--- config.mk ---
export PLATFORM = sky130hd
export DESIGN_NAME = seg7_scan_driver
export DESIGN_NICKNAME = d
export VERILOG_FILES = /design/src/rtl/seg7_scan_driver.sv
export SDC_FILE = /design/constraint.sdc
export NUM_CORES = 1
export LEC_CHECK = 0
export CORE_AREA = 2 2 98 100
export DETAILED_ROUTE_END_ITERATION = 16
export DIE_AREA = 0 0 100 102
export PLACE_DENSITY = 0.85
export SLEW_MARGIN = 20
export SYNTH_ARGS = -nofsm -noshare
export SYNTH_HDL_FRONTEND = slang
export SYNTH_SLANG_ARGS = --single-unit
export TNS_END_PERCENT = 1
--- constraint.sdc ---
create_clock -name clk -period 3.15 [get_ports clk]
set_clock_uncertainty 0.1 [all_clocks]
set_input_delay 0.7875 -clock clk [delete_from_list [all_inputs] [get_ports clk]]
set_output_delay 0.7875 -clock clk [all_outputs]
set_load 0.03 [all_outputs]
--- src/rtl/seg7_scan_driver.sv ---
// ---------------------------------------------------------------------------
// seg7_scan_driver
//   Memory-mapped 4-digit 7-segment scan controller. Software writes a 16-bit
//   hex VALUE (double-buffered, shadow -> active at frame boundaries) and a
//   CTRL word; the block multiplexes the digits with a blanking gap at the
//   start of every digit slot.
//
//   Optional feature: define SEG7_DIMMING_EN to enable PWM dimming of the
//   SHOW phase via CTRL[15:12] (DUTY). When undefined, DUTY is stored and
//   read back only.
//
// Ports
//   clk        system clock
//   reset      synchronous active-low reset
//   wr_en      register write strobe (one cycle)
//   wr_sel     write target: 0 = VALUE shadow, 1 = CTRL
//   wr_data    write data, bits [15:0] used
//   rd_sel     read target: 0 = VALUE shadow, 1 = CTRL
//   rd_data    combinational readback {16'b0, selected register}
//   frame_tick one-cycle pulse in the last cycle of the digit-3 slot
//   BCD7       [11:8] anodes digit 3..0, [7:0] segments {dp,g..a}, active-low
//
// CTRL: [0] EN, [1] LZB, [7:4] DP per digit, [11:8] digit mask, [15:12] DUTY
// ---------------------------------------------------------------------------
module seg7_scan_driver #(
  parameter int unsigned REFRESH_DIV  = 100000,
  parameter int unsigned BLANK_CYCLES = 1000
) (
  input  logic        clk,
  input  logic        reset,
  input  logic        wr_en,
  input  logic        wr_sel,
  input  logic [31:0] wr_data,
  input  logic        rd_sel,
  output logic [31:0] rd_data,
  output logic        frame_tick,
  output logic [11:0] BCD7
);

  localparam int unsigned CNT_W = $clog2(REFRESH_DIV);
  localparam logic [CNT_W-1:0] BLANK_LAST = CNT_W'(BLANK_CYCLES - 1);
  localparam logic [CNT_W-1:0] SLOT_LAST  = CNT_W'(REFRESH_DIV - 1);
`ifdef SEG7_DIMMING_EN
  localparam int unsigned SUB_LEN = (REFRESH_DIV - BLANK_CYCLES) / 16;
`endif

  typedef enum logic [1:0] {
    ST_IDLE  = 2'd0,
    ST_BLANK = 2'd1,
    ST_SHOW  = 2'd2
  } state_t;

  state_t           state, state_nxt;
  logic [1:0]       digit, digit_nxt;
  logic [CNT_W-1:0] cnt, cnt_nxt;

  logic [15:0] value_shadow;
  logic [15:0] value_active;
  logic [15:0] ctrl;

  logic        copy_c;
  logic [11:0] bcd_nxt;
  logic        tick_nxt;

  logic        ctrl_en;
  logic        ctrl_lzb;
  logic [3:0]  ctrl_dp;
  logic [3:0]  ctrl_mask;

  assign ctrl_en   = ctrl[0];
  assign ctrl_lzb  = ctrl[1];
  assign ctrl_dp   = ctrl[7:4];
  assign ctrl_mask = ctrl[11:8];

  // Upper write-data bits are architecturally ignored.
  logic unused_wr_hi;
  assign unused_wr_hi = ^wr_data[31:16];

  // Readback is combinational and reflects the shadow, not the displayed value.
  assign rd_data = {16'b0, (rd_sel ? ctrl : value_shadow)};

  // Hex nibble to active-low segments {g,f,e,d,c,b,a} with dp (bit 7) off.
  function automatic logic [7:0] hex_seg(input logic [3:0] n);
    logic [7:0] s;
    case (n)
      4'h0: s = 8'hC0;
      4'h1: s = 8'hF9;
      4'h2: s = 8'hA4;
      4'h3: s = 8'hB0;
      4'h4: s = 8'h99;
      4'h5: s = 8'h92;
      4'h6: s = 8'h82;
      4'h7: s = 8'hF8;
      4'h8: s = 8'h80;
      4'h9: s = 8'h90;
      4'hA: s = 8'h88;
      4'hB: s = 8'h83;
      4'hC: s = 8'hC6;
      4'hD: s = 8'hA1;
      4'hE: s = 8'h86;
      default: s = 8'h8E;
    endcase
    return s;
  endfunction

  // Next-state logic: slot counter runs 0..REFRESH_DIV-1 across BLANK and SHOW.
  always_comb begin
    state_nxt = state;
    digit_nxt = digit;
    cnt_nxt   = cnt;
    if (!ctrl_en) begin
      state_nxt = ST_IDLE;
      digit_nxt = 2'd0;
      cnt_nxt   = '0;
    end else begin
      case (state)
        ST_IDLE: begin
          state_nxt = ST_BLANK;
          digit_nxt = 2'd0;
          cnt_nxt   = '0;
        end
        ST_BLANK: begin
          cnt_nxt = cnt + CNT_W'(1);
          if (cnt == BLANK_LAST) state_nxt = ST_SHOW;
        end
        ST_SHOW: begin
          if (cnt == SLOT_LAST) begin
            state_nxt = ST_BLANK;
            digit_nxt = digit + 2'd1;
            cnt_nxt   = '0;
          end else begin
            cnt_nxt = cnt + CNT_W'(1);
          end
        end
        default: begin
          state_nxt = ST_IDLE;
          digit_nxt = 2'd0;
          cnt_nxt   = '0;
        end
      endcase
    end
  end

  // Shadow -> active copy: continuously while idle, and on entry to a new frame.
  assign copy_c = (state == ST_IDLE) ||
                  ((state == ST_SHOW) && (state_nxt == ST_BLANK) && (digit_nxt == 2'd0));

  // Registered display outputs are computed from the upcoming state.
  always_comb begin
    logic [3:0] nib;
    logic [7:0] seg;
    logic       lz;
    logic       lit;
    bcd_nxt  = 12'hFFF;
    tick_nxt = 1'b0;
    nib      = value_active[{digit_nxt, 2'b00} +: 4];
    seg      = hex_seg(nib);
    lz       = 1'b0;
    lit      = 1'b0;

    // A digit is a leading zero when it and every higher nibble are zero.
    case (digit_nxt)
      2'd1:    lz = (value_active[15:4]  == 12'h000);
      2'd2:    lz = (value_active[15:8]  == 8'h00);
      2'd3:    lz = (value_active[15:12] == 4'h0);
      default: lz = 1'b0;
    endcase

    lit = ctrl_mask[digit_nxt] && !(ctrl_lzb && lz);
`ifdef SEG7_DIMMING_EN
    lit = lit && ((32'(cnt_nxt) - 32'(BLANK_CYCLES)) <
                  (32'(SUB_LEN) * (32'(ctrl[15:12]) + 32'd1)));
`endif

    if (ctrl_dp[digit_nxt]) seg[7] = 1'b0;

    if ((state_nxt == ST_SHOW) && lit) begin
      bcd_nxt = {~(4'b0001 << digit_nxt), seg};
    end

    tick_nxt = (state_nxt == ST_SHOW) && (digit_nxt == 2'd3) && (cnt_nxt == SLOT_LAST);
  end

  // State, registers and registered outputs.
  always_ff @(posedge clk) begin
    if (!reset) begin
      state        <= ST_IDLE;
      digit        <= 2'd0;
      cnt          <= '0;
      value_shadow <= 16'h0000;
      value_active <= 16'h0000;
      ctrl         <= 16'h0000;
      BCD7         <= 12'hFFF;
      frame_tick   <= 1'b0;
    end else begin
      state      <= state_nxt;
      digit      <= digit_nxt;
      cnt        <= cnt_nxt;
      BCD7       <= bcd_nxt;
      frame_tick <= tick_nxt;
      if (wr_en && !wr_sel) value_shadow <= wr_data[15:0];
      if (wr_en &&  wr_sel) ctrl         <= wr_data[15:0];
      // Copy uses the pre-edge shadow, so a same-edge write waits a frame.
      if (copy_c) value_active <= value_shadow;
    end
  end

endmodule

======== After elaboration in Yosys (flattened, before gate mapping) ========
Memory sizes are Yosys's and may differ from the RTL's. A register that Yosys moved wholly into a read port is not among the register bits.
Index checks and enable logic that the tools add are counted.
word-level totals
  flip-flop bits (word level) ............. 82
  bits in read-only memories .............. 112
  input bits .............................. 37
  output and inout bits ................... 45
  memories kept ........................... 1
memories
  name             depth  bits a word  rd ports  clocked after Yosys merged registers in  wr ports  RTL line  text
  (no name shown)  16     7            1         1                                        0         85        case (n)
cells by class
  add/sub/neg operators ................... 2
  $lt $le $gt $ge ......................... 1
  equal/unequal tests ..................... 10
  shift-type cells ........................ 2
  multiplexer cells ....................... 17
  bitwise logic cells ..................... 1
  reductions and logical operators ........ 19
operators with widths
  cell                                                        count
  equality test 17 bit, second input constant                 2
  two-way mux 17 bit                                          2
  case mux 17 bit (2 select lines)                            1
  adder 17 x 1 -> 17 bit, second input constant               1
  equality test 17 x 10 -> 1 bit, second input constant       1
  two-way mux 16 bit                                          1
  variable part select 16 x 5 -> 4 bit                        1
  zero test 12 bit                                            1
  two-way mux 2 bit                                           5
  logical AND 1 bit                                           9
  equality test 2 bit, second input constant                  4
  zero test 8 bit                                             1
  equality test 2 x 1 -> 1 bit, second input constant         3
  case mux 2 bit (3 select lines)                             1
  binary-select mux 1 bit (select 2 bit)                      2
  zero test 2 bit                                             2
  zero test 4 bit                                             1
  inverter 4 bit                                              1
  case mux 2 bit (2 select lines)                             1
  left shift 1 x 2 -> 4 bit, first input constant             1
  zero test 1 bit                                             3
  less-than comparator 2 x 3 -> 1 bit, second input constant  1
  two-way mux 1 bit                                           3
  case mux 1 bit (3 select lines)                             1
  3 further kinds                                             3

======== Logic depth before layout (Yosys ltp) ========
  depth in word-level cells ............... 12
  gate-level depth with buffers ........... 14

======== Worst setup path before layout ========
No wires, ideal clock.
  kind .................................... reg2reg
  start point ............................. register cnt[12]
  end point ............................... register BCD7[5]
  arrival ................................. 3.232 ns
  setup slack ............................. -0.308 ns
  stages on the path, launching flop included .. 14
  path through ............................ dfxtp_1 > or4b_1 > nor3b_2 > buf_4 > and3_4 > mux2i_1 > nor2_2 > a22o_1 > a211oi_2 > inv_1 > ha_1 > mux2_2 > nand2_1 > o211ai_1
on the way
  cells in the longest elaborated chain, start to end .. 12
  elaborated cells on any way between the ends .. 23
  classes of those cells .................. 6 x eq/ne; 1 x shift; 10 x mux; 6 x reduce/logical
ends and longest elaborated chain
  element                                                                     RTL line  text
  start, declared                                                             55        logic [CNT_W-1:0] cnt, cnt_nxt;
  start signal, assigned                                                      198       cnt <= cnt_nxt;
  equality test 17 bit                                                        127       if (cnt == SLOT_LAST) begin
  two-way mux 2 bit                                                           127
  case mux 2 bit (2 select lines)                                             116       case (state)
  two-way mux 2 bit                                                           111       if (!ctrl_en) begin
  equality test 2 bit / equality test 2 x 1 -> 1 bit (equally long branches)  162       case (digit_nxt)
  case mux 1 bit (3 select lines)                                             162
  logical AND 1 bit                                                           169       lit = ctrl_mask[digit_nxt] && !(ctrl_lzb && lz);
  zero test 1 bit                                                             169
  logical AND 1 bit                                                           169
  logical AND 1 bit                                                           177       if ((state_nxt == ST_SHOW) && lit) begin
  AND reduction 2 bit (no line)                                               n/a
  zero test 1 bit (no line)                                                   n/a
  end, declared                                                               37        output logic [11:0] BCD7
Several ways; a longest one is shown, not always the timed one. The select of a mux whose other input is x is not followed.
A chain may end at the register's enable or synchronous reset.

======== Final worst setup path ========
  start point ............................. register cnt[14]
  end point ............................... register BCD7[3]
The elaborated chain is that of the path after synthesis.

==> run metrics <==
Initial Util=0.462; vias in the first global route=3510; Setup CP Type=flop to flop; Syn Std Cell Area=0.00421 mm²; Routed WL=approximately 10000 µm; Worst Hold Class=flop to flop; met3 Usage GRT=0.0465; deepest clock path buffer count=2; synth warn=0; CP endpoint kind=flop; area share of the largest cell type after synthesis=0.390; Critical Path AT=3.36 ns; r2r setup slk=-0.005 ns; Yosys reg bits=slightly above 80; row count=35; hold path depth=2; H-tree depth=3; Port Buffers=49; antenna fix cells=0; largest net degree at the start of global routing=48; first-pass GRT wire length=16400 µm; failing checks=negative setup slack; slack of the critical path=-0.00480 ns; DR WL/cell=roughly 15 µm; Leak=1.97 nW; Final Hold Vio Count=0; IO Count=82; fmax=317 MHz; clk slew on worst S/H paths=0.09 ns; Vias/cell=5.38; Detail Route Antenna Nets=0; maxcap violations=0; fin crit period=about 3.2 ns; Area contributors post-synth=dfxtp_1 (39%), nand2_1 (8.1%), mux2_2 (4.5%), nor2_1 (4.3%), a21oi_1 (4.2%); setup_tns=-0.00480 ns; Setup violations, final=1; hold_ws=0.368 ns; Slew Limit Fails=0; nets=around 610; Max IR drop VDD=0.232 mV; clk_lat worst skew=about 0.37 ns; Post-synth EDFFs=0; period utilization=1.00; Clock Sinks=82; Filler cells=800; FF-to-FF path depth=11; Mapped Avg Cell Area=8.45 µm²; core box area=0.00911 mm²; gr busiest metal=met2; Syn Inst Count=498; FF+latch area=0.00164 mm²; RSZ-0062 raised after global routing=yes; Inserted Clock Buffers=9; GRT Overall Usage=0.202; unique cell type count in the Yosys netlist=65; routed vias=3643; GR Layer Usage met1=0.250; PD cells=409 mW/mm²; Worst Path Required=3.35 ns; utilization after layout=0.564; pre-CTS WS=-0.148 ns; HPWL Detailed=7150 µm; Layout area overhead=22.2%; combined area of the multi-input logic cells=0.00236 mm²; Max-slew headroom=0.555; DR DRC count=0; outcome=finished, violations left; Worst Tran Pin Value=approximately 0.67 ns; share of cells above drive strength 1=0.161; post-cts hold buffer count=0; Synth area leader=dfxtp_1; crit path launch type=flop; asr flop ratio synth=0; Die Area=0.0102 mm²; starting DRC count in detailed routing=195; chip height=102 µm; CTS Root Cell=clkbuf_8; RePlAce Congestion=0.880; largest fanout on the critical path=5; CTS tree=built; met2 usage=0.352; die width=100 µm; DRT Pass-1 Iters=5; gr ovfl total=0; Primary FF master, synth=dfxtp_1; sequential-to-total area share from yosys stat=0.390; initial antenna violation count=0
==> power by group <==
group          switching [mW]  internal, mW
logic                   0.129        0.0818
clock network           0.425         0.380
registers              0.0222          1.06
total                   0.577          1.52
==> final timing paths <==
path,from,endpoint
setup / recovery,cnt[14],BCD7[3]
hold / removal,ctrl[12],ctrl[12]
setup reg to reg,cnt[14],BCD7[3]
hold reg to reg,ctrl[12],ctrl[12]
==> layer usage <==
metal,wire length (µm),vias to the layer above,part of all wire
met2,4950,112,0.50
met4,72,0,0.0072
li1,-,1796,-
met1,4470,1727,0.45
met3,488,8,0.049
met5,0,-,0
==> critical path, cell delays in order (launching register included) <==
cell      delay, ns
dfxtp_1        0.32
or4b_4         0.53
nor3b_2        0.21
and3_4         0.24
mux2i_4        0.25
nor2_2         0.10
a222oi_1       0.39
nand2_1        0.23
inv_2          0.13
ha_1           0.25
o211a_1        0.22
o21ai_1        0.12
==> kinds of logic (layout without fill, tap and decap cells) <==
kind of cell	after synthesis	count (layout)	synth area share
AND/OR/NAND/NOR	214	214	0.243
flip-flops	82	82	0.390
AO/OA/AOI/OAI	80	80	0.135
buffers and inverters	58	111	0.0731
multiplexers	35	35	0.0895
XOR/XNOR	17	17	0.0354
adder cells (fa/ha/maj)	11	11	0.0327
other	1	16	0.000891
==> stage by stage <==
step           std cells  area (µm²)  power, mW
6_report             677        5140       2.10
5_1_grt              677        5140       2.17
4_1_cts              676        5120       2.11
3_5_place_dp         660        4930       1.32
3_3_place_gp         660        4930       1.31
2_1_floorplan        513        4300       1.26
==> layout by cell type, fill, tap and decap left out, types with 3 or more instances in the layout <==
cell | synthesis | layout
nor4_1 | 5 | 5
dlygate4sd2_1 | 0 | 16
nor3_1 | 7 | 7
o211ai_1 | 4 | 4
inv_1 | 13 | 11
nor2_1 | 48 | 47
conb_1 | 1 | 16
nand4_1 | 4 | 4
o21ai_1 | 2 | 4
nand2b_1 | 3 | 3
xor2_1 | 9 | 9
nand2_1 | 91 | 91
clkdlybuf4s50_1 | 0 | 33
and3b_1 | 3 | 3
a31oi_1 | 3 | 3
a21oi_1 | 35 | 35
xnor2_1 | 8 | 8
nand3_1 | 16 | 16
and2_1 | 7 | 7
o21ai_0 | 11 | 9
inv_6 | 0 | 3
clkbuf_8 | 0 | 9
ha_1 | 11 | 8
buf_4 | 17 | 30
mux2i_1 | 17 | 16
nor2b_1 | 4 | 4
mux2_2 | 17 | 17
and3_1 | 8 | 8
dfxtp_1 | 82 | 81
==> state kept, by name, indices dropped and copies added (netlist names) <==
name / flops
BCD7: 12
cnt: 17
ctrl: 16
digit: 2
frame_tick: 1
state: 2
value_active: 16
value_shadow: 16
==> layout make-up <==
type	count	share of cell area
well taps	111	0.0270
repair buffers	81	0.143
multi-input cells	373	0.460
inverters	14	0.0102
clock inverters	7	0.0158
flip-flops and latches	82	0.320
clock buffers	9	0.0241
==> cells in the mapped netlist, types with 2 or more instances <==
cell / count
nand3b_1: 2
a211o_1: 2
a22o_1: 2
nor2_1: 48
a21oi_1: 35
and3b_1: 3
buf_2: 3
nor3_1: 7
nor2b_1: 4
a31oi_1: 3
o2bb2ai_1: 2
o21ai_1: 2
o21ai_0: 11
and2_1: 7
nand2b_1: 3
and3_1: 8
nand4_1: 4
buf_1: 2
a211oi_2: 2
mux2i_1: 17
ha_1: 11
a211oi_1: 2
o211ai_1: 4
mux2_2: 17
buf_6: 3
nand3_1: 16
nor4_1: 5
a222oi_1: 2
clkbuf_1: 19
buf_4: 17
and2_0: 2
nand2_1: 91
xor2_1: 9
inv_1: 13
dfxtp_1: 82
xnor2_1: 8
o221ai_2: 2
==> repair_timing <==
item / 4_1_cts / 5_1_grt
resized for setup: 20 / 3
buffers inserted: 0 / 1
endpoints found under the setup margin: 28 / 12
pin swaps: 5 / 2
endpoints found under the hold margin: 0 / 0
(Power assumes the default switching activity.)
